==> src/rtl/pb_uart_regs_v2_if.sv <==
// pb_uart_regs_v2_if
//   PicoBlaze port bus as seen by a port-mapped peripheral.
//   port_id      : port address driven by the processor
//   data_in      : write data driven by the processor
//   data_out     : registered read data returned by the peripheral
//   read_strobe  : processor read strobe
//   write_strobe : processor write strobe
//   interrupt    : level interrupt request returned by the peripheral
//   master modport = processor side, slave modport = peripheral side.
interface pb_uart_regs_v2_if;
  logic [7:0] port_id;
  logic [7:0] data_in;
  logic [7:0] data_out;
  logic       read_strobe;
  logic       write_strobe;
  logic       interrupt;

  modport master (
    output port_id, data_in, read_strobe, write_strobe,
    input  data_out, interrupt
  );

  modport slave (
    input  port_id, data_in, read_strobe, write_strobe,
    output data_out, interrupt
  );
endinterface

==> src/rtl/pb_uart_regs_v2.sv <==
// pb_uart_regs_v2
//   PicoBlaze port-mapped register file for the UART (second generation).
//   Sits between the PicoBlaze port bus and the UART TX/RX FIFOs plus the
//   baud generator.
// Ports
//   clk, reset          : system clock, asynchronous active-low reset
//   bus (slave)         : port_id, data_in, data_out (registered),
//                         read_strobe, write_strobe, interrupt (registered)
//   buffer_write        : TX FIFO push pulse, data on uart_data_write
//   buffer_read         : RX FIFO pop pulse, head on uart_data_read
//   rx_*/tx_* flags     : FIFO status inputs
//   enable              : CONTROL[0]
//   uart_clock_divide   : active baud divider (DIV_WIDTH bits)
// Register offsets from BASE_ADDRESS
//   0 DATA, 1 CONTROL, 2 STATUS, 3 IRQ_MASK, 4 IRQ_PEND (W1C, bit 7 clears
//   tx_drop), 5..4+DIV_BYTES divider bytes (LE), 5+DIV_BYTES TIMEOUT.
module pb_uart_regs_v2 #(
  parameter logic [7:0]           BASE_ADDRESS = 8'h00,
  parameter int unsigned          DIV_WIDTH    = 16,
  parameter logic [DIV_WIDTH-1:0] DIV_RESET    = '0,
  parameter int unsigned          TO_SHIFT     = 4
) (
  input  logic                 clk,
  input  logic                 reset,
  pb_uart_regs_v2_if.slave     bus,
  output logic                 buffer_write,
  output logic [7:0]           uart_data_write,
  output logic                 buffer_read,
  input  logic [7:0]           uart_data_read,
  input  logic                 rx_data_present,
  input  logic                 rx_half_full,
  input  logic                 rx_full,
  input  logic                 tx_data_present,
  input  logic                 tx_half_full,
  input  logic                 tx_full,
  output logic                 enable,
  output logic [DIV_WIDTH-1:0] uart_clock_divide
);

  localparam int unsigned DIV_BYTES = DIV_WIDTH / 8;
  localparam int unsigned CNT_W     = 8 + TO_SHIFT;

  localparam logic [7:0] OFF_DATA   = 8'd0;
  localparam logic [7:0] OFF_CTRL   = 8'd1;
  localparam logic [7:0] OFF_STAT   = 8'd2;
  localparam logic [7:0] OFF_MASK   = 8'd3;
  localparam logic [7:0] OFF_PEND   = 8'd4;
  localparam logic [7:0] OFF_DIVTOP = 8'(4 + DIV_BYTES);
  localparam logic [7:0] OFF_TO     = 8'(5 + DIV_BYTES);

  logic [7:0]           data_out_q, data_out_d;
  logic                 buffer_write_q, buffer_write_d;
  logic [7:0]           uart_data_write_q, uart_data_write_d;
  logic                 buffer_read_q, buffer_read_d;
  logic [7:0]           ctrl_q, ctrl_d;
  logic [4:0]           mask_q, mask_d;
  logic [4:0]           pend_q, pend_d;
  logic                 tx_drop_q, tx_drop_d;
  logic [DIV_WIDTH-1:0] div_q, div_d;
  logic [DIV_WIDTH-1:0] shadow_q, shadow_d;
  logic [7:0]           timeout_q, timeout_d;
  logic [CNT_W-1:0]     cnt_q, cnt_d;
  logic [3:0]           flags_q, flags_d;
  logic                 irq_q, irq_d;

  logic [7:0]       off;
  logic             push, drop_set, pop;
  logic [4:0]       set_bits, clr_bits;
  logic [CNT_W-1:0] target;
  logic             to_clear, to_fire;
  logic [7:0]       rd_data;

  always_comb begin
    off      = bus.port_id - BASE_ADDRESS;
    push     = bus.write_strobe && (off == OFF_DATA) && !tx_full;
    drop_set = bus.write_strobe && (off == OFF_DATA) && tx_full;
    pop      = bus.read_strobe && (off == OFF_DATA) && rx_data_present;

    buffer_write_d    = push;
    uart_data_write_d = push ? bus.data_in : uart_data_write_q;
    buffer_read_d     = pop;

    ctrl_d    = ctrl_q;
    mask_d    = mask_q;
    timeout_d = timeout_q;
    shadow_d  = shadow_q;
    div_d     = div_q;
    tx_drop_d = tx_drop_q;

    if (bus.write_strobe) begin
      if (off == OFF_CTRL) ctrl_d    = bus.data_in;
      if (off == OFF_MASK) mask_d    = bus.data_in[4:0];
      if (off == OFF_TO)   timeout_d = bus.data_in;
      if ((off == OFF_PEND) && bus.data_in[7]) tx_drop_d = 1'b0;
      for (int unsigned k = 0; k < DIV_BYTES - 1; k++) begin
        if (off == 8'(5 + k)) shadow_d[8*k +: 8] = bus.data_in;
      end
      // Top-byte write commits the lower shadow bytes together with the new
      // top byte, so the baud generator never sees a half-updated divider.
      if (off == OFF_DIVTOP) begin
        div_d = shadow_q;
        div_d[DIV_WIDTH-8 +: 8] = bus.data_in;
      end
    end
    if (drop_set) tx_drop_d = 1'b1;

    // Idle timeout: counter saturates at the target so pend[4] fires once.
    target   = CNT_W'(timeout_q) << TO_SHIFT;
    to_clear = pop || !rx_data_present || (bus.write_strobe && (off == OFF_TO));
    to_fire  = 1'b0;
    cnt_d    = cnt_q;
    if (to_clear) begin
      cnt_d = '0;
    end else if (ctrl_q[0] && (timeout_q != 8'd0) && (cnt_q != target)) begin
      cnt_d   = cnt_q + CNT_W'(1);
      to_fire = (cnt_d == target);
    end

    flags_d     = {tx_data_present, rx_full, rx_half_full, rx_data_present};
    set_bits[0] = rx_data_present & ~flags_q[0];
    set_bits[1] = rx_half_full    & ~flags_q[1];
    set_bits[2] = rx_full         & ~flags_q[2];
    set_bits[3] = ~tx_data_present & flags_q[3];
    set_bits[4] = to_fire;
    clr_bits    = (bus.write_strobe && (off == OFF_PEND)) ? bus.data_in[4:0] : '0;
    pend_d      = (pend_q & ~clr_bits) | set_bits;
    irq_d       = |(pend_q & mask_q);

    rd_data = '0;
    if (off == OFF_DATA) rd_data = rx_data_present ? uart_data_read : 8'h00;
    if (off == OFF_CTRL) rd_data = ctrl_q;
    if (off == OFF_STAT) rd_data = {1'b0, tx_drop_q, tx_full, tx_half_full,
                                    tx_data_present, rx_full, rx_half_full,
                                    rx_data_present};
    if (off == OFF_MASK) rd_data = {3'b000, mask_q};
    if (off == OFF_PEND) rd_data = {3'b000, pend_q};
    if (off == OFF_TO)   rd_data = timeout_q;
    for (int unsigned k = 0; k < DIV_BYTES; k++) begin
      if (off == 8'(5 + k)) rd_data = div_q[8*k +: 8];
    end
    data_out_d = rd_data;
  end

  always_ff @(posedge clk or negedge reset) begin
    if (!reset) begin
      data_out_q        <= '0;
      buffer_write_q    <= 1'b0;
      uart_data_write_q <= '0;
      buffer_read_q     <= 1'b0;
      ctrl_q            <= '0;
      mask_q            <= '0;
      pend_q            <= '0;
      tx_drop_q         <= 1'b0;
      div_q             <= DIV_RESET;
      shadow_q          <= '0;
      timeout_q         <= '0;
      cnt_q             <= '0;
      flags_q           <= '0;
      irq_q             <= 1'b0;
    end else begin
      data_out_q        <= data_out_d;
      buffer_write_q    <= buffer_write_d;
      uart_data_write_q <= uart_data_write_d;
      buffer_read_q     <= buffer_read_d;
      ctrl_q            <= ctrl_d;
      mask_q            <= mask_d;
      pend_q            <= pend_d;
      tx_drop_q         <= tx_drop_d;
      div_q             <= div_d;
      shadow_q          <= shadow_d;
      timeout_q         <= timeout_d;
      cnt_q             <= cnt_d;
      flags_q           <= flags_d;
      irq_q             <= irq_d;
    end
  end

  assign bus.data_out      = data_out_q;
  assign bus.interrupt     = irq_q;
  assign buffer_write      = buffer_write_q;
  assign uart_data_write   = uart_data_write_q;
  assign buffer_read       = buffer_read_q;
  assign enable            = ctrl_q[0];
  assign uart_clock_divide = div_q;

endmodule
==> src/flat_wrapper.sv <==
// flat-port wrapper written by rule: the top's interface ports become plain ports
module pb_uart_regs_v2_flat 
#(
  parameter logic [7:0]           BASE_ADDRESS = 8'h00,
  parameter int unsigned          DIV_WIDTH    = 16,
  parameter logic [DIV_WIDTH-1:0] DIV_RESET    = '0,
  parameter int unsigned          TO_SHIFT     = 4
)
  (clk, reset, buffer_write, uart_data_write, buffer_read, uart_data_read, rx_data_present, rx_half_full, rx_full, tx_data_present, tx_half_full, tx_full, enable, uart_clock_divide, bus_port_id, bus_data_in, bus_read_strobe, bus_write_strobe, bus_data_out, bus_interrupt);
  pb_uart_regs_v2_if bus_i ();
  input  logic clk;
  input  logic reset;
  output logic buffer_write;
  output logic [7:0] uart_data_write;
  output logic buffer_read;
  input  logic [7:0] uart_data_read;
  input  logic rx_data_present;
  input  logic rx_half_full;
  input  logic rx_full;
  input  logic tx_data_present;
  input  logic tx_half_full;
  input  logic tx_full;
  output logic enable;
  output logic [DIV_WIDTH-1:0] uart_clock_divide;
  input wire logic [$bits(bus_i.port_id)-1:0] bus_port_id;
  input wire logic [$bits(bus_i.data_in)-1:0] bus_data_in;
  input wire logic [$bits(bus_i.read_strobe)-1:0] bus_read_strobe;
  input wire logic [$bits(bus_i.write_strobe)-1:0] bus_write_strobe;
  output wire logic [$bits(bus_i.data_out)-1:0] bus_data_out;
  output wire logic [$bits(bus_i.interrupt)-1:0] bus_interrupt;
  assign bus_i.port_id = bus_port_id;
  assign bus_i.data_in = bus_data_in;
  assign bus_i.read_strobe = bus_read_strobe;
  assign bus_i.write_strobe = bus_write_strobe;
  assign bus_data_out = bus_i.data_out;
  assign bus_interrupt = bus_i.interrupt;
  pb_uart_regs_v2 #(.BASE_ADDRESS(BASE_ADDRESS), .DIV_WIDTH(DIV_WIDTH), .DIV_RESET(DIV_RESET), .TO_SHIFT(TO_SHIFT)) u_core (.clk(clk), .reset(reset), .bus(bus_i), .buffer_write(buffer_write), .uart_data_write(uart_data_write), .buffer_read(buffer_read), .uart_data_read(uart_data_read), .rx_data_present(rx_data_present), .rx_half_full(rx_half_full), .rx_full(rx_full), .tx_data_present(tx_data_present), .tx_half_full(tx_half_full), .tx_full(tx_full), .enable(enable), .uart_clock_divide(uart_clock_divide));
endmodule
==> config.mk <==
export PLATFORM = sky130hd
export DESIGN_NAME = pb_uart_regs_v2_flat
export DESIGN_NICKNAME = d
export VERILOG_FILES = /design/src/rtl/pb_uart_regs_v2_if.sv /design/src/rtl/pb_uart_regs_v2.sv /design/src/flat_wrapper.sv
export SDC_FILE = /design/constraint.sdc
export NUM_CORES = 1
export LEC_CHECK = 0
export BUFFER_PORTS_ARGS = -buffer_cell sky130_fd_sc_hd__buf_2
export CORE_MARGIN = 1.5
export CORE_UTILIZATION = 50
export DETAILED_ROUTE_END_ITERATION = 16
export PLACE_DENSITY = 0.72
export SYNTH_ARGS = -nofsm -noshare
export SYNTH_HDL_FRONTEND = slang
export SYNTH_SLANG_ARGS = --single-unit
==> constraint.sdc <==
create_clock -name clk -period 2.4 [get_ports clk]
set_input_delay 0.6 -clock clk [delete_from_list [all_inputs] [get_ports clk]]
set_output_delay 0.6 -clock clk [all_outputs]
set_load 0.01 [all_outputs]
### Word level (Yosys, flattened, before mapping)

Cells that the tools add are included.

* word-level logic and storage cells: 79
* bits of input ports: 34
* ROM bits: 0
* output and inout bits: 36
* latch bits: 0
* bits in writable memories: 0
* memories kept: 0
* register bits: 86

* multiplexer cells: 17
* div/mod/pow operators: 0
* add/sub/neg operators: 1
* multiply operators: 0
* eq/ne operators: 9
* bitwise gates (word level): 12
* reduce and logical (&&, ||, !) cells: 26
* shifts and indexed selects: 0
* $lt $le $gt $ge: 0

Operators with widths (count)
* 8-bit two-way mux: 9
* 8-bit by 3-bit == test with 1-bit output, second input constant: 4
* 12-bit two-way mux: 2
* 8-bit by 2-bit == test with 1-bit output, second input constant: 2
* 12-bit by 1-bit adder with 12-bit output, second input constant: 1
* 12-bit == test: 1
* 12-bit != test: 1
* 2-bit AND reduction: 6
* 5-bit AND: 2
* 1-bit logical AND: 10
* 8-bit by 1-bit == test with 1-bit output, second input constant: 1
* 8-bit logical NOT: 1
* 8-bit nonzero test: 1
* 2-bit nonzero test: 3
* 1-bit two-way mux: 5
* 5-bit two-way mux: 1
* 5-bit inverter: 1
* 5-bit bitwise OR: 1
* 5-bit OR reduction: 1
* 1-bit AND: 4
* 1-bit inverter: 4
* 1-bit logical NOT: 2
* 1-bit logical OR: 2

### Longest topological paths before layout

* depth after elaboration: 9
* mapped depth: 9
* depth with buffers taken out: 8

### Least setup slack after synthesis

No wires, ideal clock.

* kind: in2reg
* start point: input port bus_port_id[5]
* end point: register u_core.ctrl_q[0]
* setup time: 0.125 ns
* slack: -0.019 ns
* required time: 2.275 ns
* stages: 6
* arrival: 2.294 ns
* buffers on the path: 2
* cell sequence: or4_4 > buf_6 > or2_0 > buf_2 > nor3_4 > mux2_2

* cells in the longest elaborated chain, start to end: 2

Ends and longest elaborated chain
* start: declaration: RTL line flat_wrapper.sv:25 `input wire logic [$bits(bus_i.port_id)-1:0] bus_port_id;`
* 8-bit by 1-bit == test with 1-bit output: RTL line pb_uart_regs_v2.sv:91 `if (off == OFF_CTRL) ctrl_d = bus.data_in;`
* 2-bit AND reduction (no line)
* end signal: assignment: RTL line pb_uart_regs_v2.sv:165 `ctrl_q <= ctrl_d;`
* end: declaration: RTL line pb_uart_regs_v2.sv:55 `logic [7:0] ctrl_q, ctrl_d;`

No other way between the ends.
A chain may end at the register's enable or synchronous reset.

### Worst setup path in the final report

* start point: register u_core.cnt_q[1]
* end point: register u_core.pend_q[4]

* cells in the longest elaborated chain, start to end: 5
* elaborated cells on any way between the ends: 7
* classes of those cells: add/sub (1); eq/ne (2); mux (2); bitwise (1); reduce/logical (1)

Ends and longest elaborated chain
* start: declaration: RTL line pb_uart_regs_v2.sv:62 `logic [CNT_W-1:0] cnt_q, cnt_d;`
* start signal: assignment: RTL line pb_uart_regs_v2.sv:172 `cnt_q <= cnt_d;`
* 12-bit by 1-bit adder with 12-bit output or 12-bit != test (tied branches): RTL line pb_uart_regs_v2.sv:115, pb_uart_regs_v2.sv:114
* 12-bit == test or 1-bit logical AND (tied branches): RTL line pb_uart_regs_v2.sv:116, pb_uart_regs_v2.sv:114
* 1-bit two-way mux *: RTL line pb_uart_regs_v2.sv:114 `end else if (ctrl_q[0] && (timeout_q != 8'd0) && (cnt_q != target)) begin`
* 1-bit two-way mux *: RTL line pb_uart_regs_v2.sv:112 `if (to_clear) begin`
* 5-bit bitwise OR *: RTL line pb_uart_regs_v2.sv:126 `pend_d = (pend_q & ~clr_bits) | set_bits;`
* net u_core.pend_d[4]: RTL line pb_uart_regs_v2.sv:57 `logic [4:0] pend_q, pend_d;`
* end signal: assignment: RTL line pb_uart_regs_v2.sv:167 `pend_q <= pend_d;`
* end: declaration: RTL line pb_uart_regs_v2.sv:57

Mark *: on every way through the listed nets, which the timed path passes. The rest lies on a longest branch.

==> reports/metrics.csv <==
metric,value,unit
outcome,finished clean,
synthTopCellsByArea,"dfrtp_1 (50%), mux2_2 (14%), xor2_1 (3.5%)",
nets,528,
setup-tns-final,0,ps
synth_cell_types,59,
fp.dieW,95.6,um
drt_iter0_drc,228,
synth.largest_area_cell,dfrtp_1,
place_ws,-70.6,ps
criticalPathCategory,flip-flop to flip-flop,
setup_violations,0,
synthCells,392,
cp_max_fo,5,
synth_edf_count,0,
cp_data_required_time,2620,ps
dpl_cell_area,0.00500,mm^2
final_common_cell,dfrtp_1,
fin_area,0.00523,mm^2
synth_area_per_cell,10.9,um^2
grt_max_degree,87,
ys.flop_type,dfrtp_1,
drcViolationCount,0,
finalHoldViolCount,0,
yosys.area_share.adder,0.875,%
fin_skew,12.3,ps
r2r_cells,7,
syn_area,0.00429,mm^2
ys_async_sr_fraction,100,%
leakage,2.63,nW
totalWireLength,10500,um
antenna_found_initial,0,
grt_pass1_wl,16800,um
synth-xor-area-share,5.31,%
crit_arrival,2380,ps
fillCellCount,679,
startpoint_type,flip-flop,
num_vias,3392,
slew-limit-headroom,54.7,%
muxShareOfSynthArea,14.4,%
viasPerCell,5.64,
period_needed,2160,ps
fp.coreArea,0.00826,mm^2
synthToLayoutAreaGrowth,21.9,%
yosys_register_bits,86,
irDropWorstVdd,0.383,mV
seqCellArea,0.00215,mm^2
io_buffers,69,
numCtsBuffers,9,
worstSkewPairLatency,350,ps
drive_gt1_share,38.5,%
multi_input_area,0.00201,mm^2
grt_pass1_vias,3288,
io_pins,70,
slew_violations,0,
cap_violations,0,
ant_nets,0,
hpwl,7670,um
wl_per_cell,17.4,um
grt_usage,24.7,%
synth.top_cell.area_share,50.2,%
grt_setup_unrepaired,false,
yosysWarningCount,0,
die_area,0.00915,mm^2
die_y,95.6,um
ctsRootBufferMaster,clkbuf_8,
hold_class,primary input to asynchronous set/reset pin,
postSynthNetCount,429,
cts_buffer_depth,2,
layout_worst_path_cycle_share,89.8,%
setup_slack,244,ps
rows,33,
gr-total-overflow,0,
ctsHtreeMaxLevel,3,
ys_seq_area_share,50.2,%
worst_pin_slew,677,ps
place_congestion,0.905,
n_antenna_cell,0,
power.total,0.00293,W
start_util,52.0,%
synth_compound_area_share,10.8,%
path_clk_slew,90,ps
timing.fmax,464,MHz
cts_sinks,86,
worstSetupEndpointType,flip-flop,
dr.pass1.iters,5,
synthSimpleGateAreaFrac,15.1,%
final_cell_mix,"dfrtp_1 (86), buf_2 (68), mux2_2 (52), nand2_1 (37), buf_4 (37)",
cts_tree,done,
synth_top_family_by_area,simple AND/OR/NAND/NOR gates,
powerDensity,560,mW/mm^2
through the flow:
| step | hold WS, ps | cells | util (%) |
|---|---|---|---|
| floorplan | 304 | 392 | - |
| global placement | 408 | 585 | 60.6 |
| detailed placement | 409 | 585 | 60.6 |
| CTS | 284 | 601 | 63.3 |
| global route | 286 | 601 | 63.3 |
| finish | 254 | 601 | 63.3 |
Yosys cell counts (6+ instances only):
cell / count
dfrtp_1: 86
inv_1: 9
nor2_1: 32
o21ai_0: 15
nand2_1: 37
xnor2_1: 9
a21oi_1: 21
mux2_2: 52
nand3_1: 6
clkbuf_1: 12
xor2_1: 17
nand4_1: 8
a22oi_1: 6
power breakdown:
group / leakage, nW / internal (W) / switching, W
combinational: 1.37 / 0.000121 / 0.000162
sequential: 1.15 / 0.00149 / 0.0000334
clock: 0.102 / 0.000587 / 0.000531
state kept, by name (all words and copies together), names as in the netlist, 4 cells and up:
register	count
u_core.ctrl_q	8
u_core.timeout_q	8
u_core.shadow_q	8
u_core.flags_q	4
u_core.cnt_q	12
u_core.uart_data_write	8
u_core.mask_q	5
u_core.pend_q	5
u_core.uart_clock_divide	16
u_core.bus.data_out	8
per-layer routing:
metal  track usage [%]  vias up  part of all wire [%]
met5                 0        -                     0
met4              8.09        0                   1.7
met3              4.78       17                   4.6
met2              38.8      110                    48
met1              34.3     1686                    46
li1                  -     1579                     -
worst paths after layout:
check | from | to | slack [ps]
max | u_core.cnt_q[1] | u_core.pend_q[4] | 240
min | reset | u_core.flags_q[3] | 250
max reg2reg | u_core.cnt_q[1] | u_core.pend_q[4] | 240
min reg2reg | u_core.flags_q[1] | u_core.pend_q[1] | 430
max in group asynchronous | reset | u_core.uart_clock_divide[9] | 1780
min in group clk | rx_full | u_core.flags_q[2] | 380
cell type report:
type / count / area share, %
flip-flops and latches: 86 / 41.2
multi-input cells: 276 / 38.4
repair buffers: 108 / 13.0
well taps: 105 / 2.51
clock buffers: 9 / 2.37
clock inverters: 7 / 1.84
inverters: 10 / 0.718
what timing repair did:
action,CTS,global route
setup buffers,0,0
endpoints found under the setup margin,1,0
hold buffers,0,0
gates resized for setup,1,0
critical path, stage by stage (launching register included):
cell,delay [ps]
dfrtp_1,390
buf_4,150
and3_1,210
and4_1,270
or3_1,380
a21oi_1,140
nand4_1,100
o41ai_1,390
cell families after synthesis:
group | after synthesis
AO/OA/AOI/OAI | 71
XOR/XNOR | 26
adder cells (fa/ha/maj) | 3
buffers and inverters | 30
flip-flops | 86
multiplexers | 54
AND/OR/NAND/NOR | 122
No activity file was read; power rests on OpenSTA's default activity.
